--- src/rtl/run_sequencer.sv ---
// run_sequencer: preloads the processor data memory from a byte stream, then
// releases the processor from init, counts RUN cycles and reports completion.
//
// Optional feature macro: RUN_SEQUENCER_TIMEOUT_EN enables the RUN watchdog
// (MAX_CYCLES). When undefined, timeout stays 0 and RUN waits on dut_done.
//
// Ports:
//   CLK, reset_n          clock (posedge), asynchronous active-low reset
//   go                    one-cycle request to start a load-and-run sequence
//   load_valid/ready/last preload stream handshake, last-beat marker
//   load_addr/load_data   preload address and byte
//   mem_wr_en/addr/wr_data data-memory write port (one cycle after each beat)
//   dut_start             processor start/init (high except in RUN)
//   dut_done              processor done flag, observed only in RUN
//   busy                  high outside IDLE and DONE (decoded from state)
//   finished/timeout      run end reason
//   cycle_ct              saturating RUN cycle count
module run_sequencer #(
  parameter int unsigned AW           = 8,
  parameter int unsigned DW           = 8,
  parameter int unsigned START_CYCLES = 2,
  parameter logic [15:0] MAX_CYCLES   = 16'hFFFF
) (
  input  logic          CLK,
  input  logic          reset_n,
  input  logic          go,
  input  logic          load_valid,
  output logic          load_ready,
  input  logic          load_last,
  input  logic [AW-1:0] load_addr,
  input  logic [DW-1:0] load_data,
  output logic          mem_wr_en,
  output logic [AW-1:0] mem_addr,
  output logic [DW-1:0] mem_wr_data,
  output logic          dut_start,
  input  logic          dut_done,
  output logic          busy,
  output logic          finished,
  output logic          timeout,
  output logic [15:0]   cycle_ct
);

  localparam int unsigned SW = (START_CYCLES > 1) ? $clog2(START_CYCLES) : 1;

`ifdef RUN_SEQUENCER_TIMEOUT_EN
  localparam bit WD_EN = 1'b1;
`else
  localparam bit WD_EN = 1'b0;
`endif

  typedef enum logic [2:0] {
    IDLE = 3'd0,
    LOAD = 3'd1,
    INIT = 3'd2,
    RUN  = 3'd3,
    DONE = 3'd4
  } state_t;

  state_t        state_q, state_d;
  logic [SW-1:0] init_cnt_q, init_cnt_d;
  logic          load_ready_d, mem_wr_en_d, dut_start_d;
  logic          finished_d, timeout_d;
  logic [AW-1:0] mem_addr_d;
  logic [DW-1:0] mem_wr_data_d;
  logic [15:0]   cycle_ct_d;
  logic          beat;
  logic          wd_hit;

  assign busy = (state_q != IDLE) && (state_q != DONE);

  // State and registered outputs
  always_ff @(posedge CLK or negedge reset_n) begin
    if (!reset_n) begin
      state_q     <= IDLE;
      init_cnt_q  <= '0;
      load_ready  <= 1'b0;
      mem_wr_en   <= 1'b0;
      mem_addr    <= '0;
      mem_wr_data <= '0;
      dut_start   <= 1'b1;
      finished    <= 1'b0;
      timeout     <= 1'b0;
      cycle_ct    <= '0;
    end else begin
      state_q     <= state_d;
      init_cnt_q  <= init_cnt_d;
      load_ready  <= load_ready_d;
      mem_wr_en   <= mem_wr_en_d;
      mem_addr    <= mem_addr_d;
      mem_wr_data <= mem_wr_data_d;
      dut_start   <= dut_start_d;
      finished    <= finished_d;
      timeout     <= timeout_d;
      cycle_ct    <= cycle_ct_d;
    end
  end

  // Next-state and next-output decode
  always_comb begin
    state_d       = state_q;
    init_cnt_d    = init_cnt_q;
    mem_wr_en_d   = 1'b0;
    mem_addr_d    = mem_addr;
    mem_wr_data_d = mem_wr_data;
    finished_d    = finished;
    timeout_d     = timeout;
    cycle_ct_d    = cycle_ct;
    beat          = load_valid & load_ready;
    wd_hit        = WD_EN && (cycle_ct >= MAX_CYCLES);

    case (state_q)
      IDLE, DONE: begin
        if (go) begin
          state_d    = LOAD;
          finished_d = 1'b0;
          timeout_d  = 1'b0;
          cycle_ct_d = '0;
        end
      end
      LOAD: begin
        if (beat) begin
          mem_wr_en_d   = 1'b1;
          mem_addr_d    = load_addr;
          mem_wr_data_d = load_data;
          if (load_last) begin
            state_d    = INIT;
            init_cnt_d = SW'(START_CYCLES - 1);
          end
        end
      end
      INIT: begin
        if (init_cnt_q == '0) begin
          state_d = RUN;
        end else begin
          init_cnt_d = init_cnt_q - SW'(1);
        end
      end
      RUN: begin
        // done takes priority over the watchdog in the same cycle
        if (dut_done) begin
          state_d    = DONE;
          finished_d = 1'b1;
        end else if (wd_hit) begin
          state_d   = DONE;
          timeout_d = 1'b1;
        end else if (cycle_ct != 16'hFFFF) begin
          cycle_ct_d = cycle_ct + 16'd1;
        end
      end
      default: state_d = IDLE;
    endcase

    load_ready_d = (state_d == LOAD);
    // processor is held in init everywhere except RUN
    dut_start_d  = (state_d != RUN);
  end

endmodule

--- config.mk ---
export PLATFORM = sky130hd
export DESIGN_NAME = run_sequencer
export DESIGN_NICKNAME = d
export VERILOG_FILES = /design/src/rtl/run_sequencer.sv
export SDC_FILE = /design/constraint.sdc
export NUM_CORES = 1
export LEC_CHECK = 0
export CAP_MARGIN = 20
export CORE_ASPECT_RATIO = 1.5
export CORE_MARGIN = 3
export CORE_UTILIZATION = 47
export DETAILED_ROUTE_END_ITERATION = 12
export HOLD_SLACK_MARGIN = 0.05
export PLACE_DENSITY = 0.8
export SLEW_MARGIN = 15
export SYNTH_ARGS = -nofsm -noshare
export SYNTH_HDL_FRONTEND = slang
export SYNTH_SLANG_ARGS = --single-unit
--- constraint.sdc ---
create_clock -name CLK -period 2.1 [get_ports CLK]
set_input_delay 0.42 -clock CLK [delete_from_list [all_inputs] [get_ports CLK]]
set_output_delay 0.42 -clock CLK [all_outputs]
set_load 0.01 [all_outputs]
* Word-level counts from Yosys, hierarchy flattened *
Index checks and enable logic that the tools add are counted.
W data, S select, Z words.

word-level totals
  bits in registers = 40
  output and inout bits = 38
  word-level logic and storage cells = 55

cells by class
  add/sub/neg operators = 2
  eq/ne operators = 14
  muxes and demuxes = 19
  bitwise gates (word level) = 1
  reduce and logical (&&, ||, !) cells = 10

operators by type and width
  cell                     count
  $mux W16                 3
  $pmux W16 S2             1
  $add A16 B1 Y16 const B  1
  $ne A16 B16 Y1 const B   1
  $mux W3                  5
  $ne A2 B2 Y1 const B     6
  $pmux W3 S4              1
  $mux W1                  7
  $eq A3 B1 Y1 const B     2
  $eq A3 B2 Y1 const B     2
  $reduce_and A3 Y1        2
  $pmux W1 S2              2
  $reduce_and A4 Y1        1
  $reduce_bool A2 Y1       2
  $eq A3 B3 Y1 const B     1
  $logic_not A3 Y1         1
  $ne A3 B2 Y1 const B     1
  $ne A3 B3 Y1 const B     1
  $reduce_bool A3 Y1       1
  $reduce_and A2 Y1        1
  $reduce_or A2 Y1         1
  $and A1 B1 Y1            1
  $logic_and A1 B1 Y1      1
  $sub A1 B1 Y1 const B    1

* Depth between registers and ports, before layout *
  depth in word-level cells = 4
  gate-level depth with buffers = 6
  gate-level depth less buffers = 5

* Least setup slack after synthesis *
Ideal clock, no wire load.

  path kind = reg-to-reg
  start point = reg state_q[1]
  end point = reg mem_addr[0]
  arrival = 1.549 ns
  required time = 1.975 ns
  setup slack = 0.426 ns
  stages on the path, launching flop included = 5
  path buffers = 2
  path through = dfrtp_1 -> clkbuf_1 -> nor3_2 -> buf_4 -> mux2_2

between the ends
  cells in the longest elaborated chain, start to end = 2

RTL lines
  element                      RTL line  source
  start: declaration           59        state_t state_q, state_d;
  start signal: assignment     85        state_q <= state_d;
  $eq A3 B1 Y1                 111       case (state_q)
  $reduce_and A2 Y1 (no line)  --
  end signal: assignment       89        mem_addr <= mem_addr_d;
  end: declaration             33        output logic [AW-1:0] mem_addr,

Every way passes these cells.
A chain may end at the register's enable or synchronous reset.

* Final worst setup path *
  start point = reg state_q[0]
  end point = out busy

between the ends
  cells in the longest elaborated chain, start to end = 2
  elaborated cells on any way between the ends = 3
  those cells by class = eq/ne: 1; reduce/logical: 2

RTL lines
  element                                                    RTL line  source
  $ne A3 B3 Y1 / $reduce_bool A3 Y1 (equally long branches)  69        assign busy = (state_q != IDLE) && (state_q != DONE);
  $logic_and A1 B1 Y1 (*)                                    69
  end: declaration                                           37        output logic busy,

Mark *: on every way between the ends. The rest lies on a longest branch, timed or not.

==> impl_metrics.env <==
export IMPL_via_count=1728
export IMPL_synth_common_cells="39 x dfrtp_1, 16 x mux2_2, 12 x o21ai_0"
export IMPL_root_buffer="clkbuf_8"
export IMPL_post_route_period_util_pct=94.8
export IMPL_netlist_instances=179
export IMPL_routabilityCongestion=0.918
export IMPL_final_area_sq_mm=0.00279
export IMPL_critPathCaptureType="output pin"
export IMPL_syn_nets=202
export IMPL_core_sq_mm=0.00403
export IMPL_required_ns=1.68
export IMPL_area_growth_pct=39.5
export IMPL_synth_seq_area_share_pct=50.0
export IMPL_synth_ff_type="dfrtp_1"
export IMPL_nets=269
export IMPL_start_util_pct=49.7
export IMPL_clock_latency_ns=0.29
export IMPL_maxCapViolCount=0
export IMPL_crit_fanout=10
export IMPL_postRouteAntennaNets=0
export IMPL_crit_arrival_ns=1.57
export IMPL_routed_wl_um=4790
export IMPL_n_fill_cell=297
export IMPL_slowest_stage="dfrtp_1"
export IMPL_fin_crit_ns=1.99
export IMPL_cts_sinks=40
export IMPL_cts_buffer_depth=2
export IMPL_whs_ns=0.0746
export IMPL_setup_viol=0
export IMPL_antenna_found_initial=0
export IMPL_async_reset_ff_share_pct=100
export IMPL_regArea_sq_mm=0.00100
export IMPL_io_pins=60
export IMPL_grtUsageTotal_pct=21.4
export IMPL_cts_tree="built"
export IMPL_hpwl_um=3610
export IMPL_cts_htree_levels=2
export IMPL_cpPeakStageDelay_ns=0.50
export IMPL_netlist_area_sq_mm=0.00200
export IMPL_pre_cts_ws_ns=0.0860
export IMPL_synth_edf_count=0
export IMPL_ir_drop_uv=826
export IMPL_place_area_sq_mm=0.00268
export IMPL_status="complete, no violations"
export IMPL_gr_total_overflow=0
export IMPL_skew_ns=0.00805
export IMPL_path_clk_slew_ns=0.08
export IMPL_yosysTopAreaCell="dfrtp_1"
export IMPL_synth_seq_cells=40
export IMPL_setup_slack_ns=0.109
export IMPL_finalHoldViolations=0
export IMPL_viasPerCell=5.92
export IMPL_initialDrtViolationCount=58
export IMPL_pwr_density_cell_mw_per_mm2=1060
export IMPL_fin_tns_setup_ns=0
export IMPL_grt_first_pass_wirelength_um=8380
export IMPL_p_leak_nw=1.15
export IMPL_cts_hold_buf=0
export IMPL_grt_pass1_vias=1792
export IMPL_start_kind="register"
export IMPL_diodes=0
export IMPL_yosys_area_top_type_share_pct=48.7
export IMPL_synth_most_common_cell="dfrtp_1"
export IMPL_tritoncts_num_buffers=5
export IMPL_fmax_mhz=502
export IMPL_post_synth_num_cell_types=50
export IMPL_crit_chain="nor2_2, inv_1, clkdlybuf4s50_1"
export IMPL_multiInputGateArea_sq_um=907
export IMPL_num_rows=28
export IMPL_die_x_um=59.3
export IMPL_synth_area_leaders="dfrtp_1 49%, mux2_2 9.0%, o21ai_0 3.0%, o22a_1 2.6%, a21oi_1 2.5%"
export IMPL_rsz0062_at_grt="no"
export IMPL_grt_max_degree=22
export IMPL_first_pass_iters=4
export IMPL_post_cts_buffers=0
export IMPL_critPathKind="register to output pin"
export IMPL_cts_resized=0
export IMPL_fp_dieH_um=86.0
export IMPL_avgSynthCellArea_sq_um=11.2
export IMPL_hold_class="input pin to asynchronous set/reset pin"
export IMPL_slew_violations=0
export IMPL_drive_gt1_share_pct=18.6
export IMPL_wl_per_cell_um=16.4
export IMPL_die_area_sq_mm=0.00510
export IMPL_io_buffers=58
export IMPL_post_route_drc_count=0
export IMPL_ys_warn_count=0
## per-layer routing
metal / routed length, um / vias to the layer above / track usage [%]
met5: 0 / - / 0
met4: 119 / 0 / 8.25
met3: 407 / 11 / 7.38
met2: 2380 / 84 / 35.9
met1: 1880 / 823 / 24.3
li1: - / 810 / -
## metrics by stage
stage | utilization, % | instances | total power, mW
detailed placement | 66.5 | 284 | 2.35
floorplan | - | 179 | 1.73
finish | 69.3 | 292 | 2.96
global route | 69.3 | 292 | 3.17
global placement | 66.5 | 284 | 2.33
CTS | 69.3 | 292 | 2.99
## cell type report
type                    instances  share of cell area (%)
clock buffers                   5                    2.46
repair buffers                 69                    24.5
well taps                      45                    2.02
multi-input cells             121                    32.5
clock inverters                 3                    1.52
inverters                       9                    1.21
flip-flops and latches         40                    35.9
## state kept, by name, summed over array words and instances, names as in the netlist
name,flops
load_ready,1
mem_wr_data,8
mem_wr_en,1
init_cnt_q,1
finished,1
mem_addr,8
state_q,3
dut_start,1
cycle_ct,16
## report_power, final
part,internal [mW],switching [mW]
logic,0.681,0.502
registers,0.997,0.158
clock network,0.352,0.271
total,2.03,0.932
## cell families (layout without fill, tap and decap cells)
logic type | count (synthesis) | count (layout) | share of synthesized area, %
buffers and inverters | 18 | 86 | 4.81
AND/OR/NAND/NOR | 55 | 55 | 19.0
adder cells (fa/ha/maj) | 1 | 1 | 0.625
other | 1 | 1 | 0.187
multiplexers | 17 | 17 | 9.49
AO/OA/AOI/OAI | 47 | 47 | 15.9
flip-flops | 40 | 40 | 50.0
## critical path: cells and delay by family, from the launching register on
family	cells	cell delay, ns
DFF	1	0.50
buffers and inverters	2	0.58
and+or+nand+nor	1	0.20
## worst paths after layout
| kind | slack, ns | cells after the start | startpoint | endpoint |
|---|---|---|---|---|
| max | 0.11 | 3 | state_q[0] | busy |
| min | 0.07 | 1 | reset_n | state_q[1] |
| max reg2reg | 0.28 | 6 | cycle_ct[0] | cycle_ct[5] |
| min reg2reg | 0.51 | 1 | mem_wr_data[2] | mem_wr_data[2] |
| max in group asynchronous | 1.54 | 2 | reset_n | mem_wr_data[3] |
| min in group CLK | 0.51 | 1 | mem_wr_data[2] | mem_wr_data[2] |
## cell usage in the layout (no fill, tap or decap), types with 5 or more instances in the layout
cell type        instances
mux2_2                  16
nand4_1                  6
clkdlybuf4s50_1         57
inv_1                    9
nand2_1                  7
o21ai_0                 12
dfrtp_1                 39
nor3b_1                  5
o22a_1                   6
buf_4                    9
a21oi_1                 10
nor3_1                   6
clkbuf_8                 5
nand3_1                  6
(Power assumes the default switching activity.)
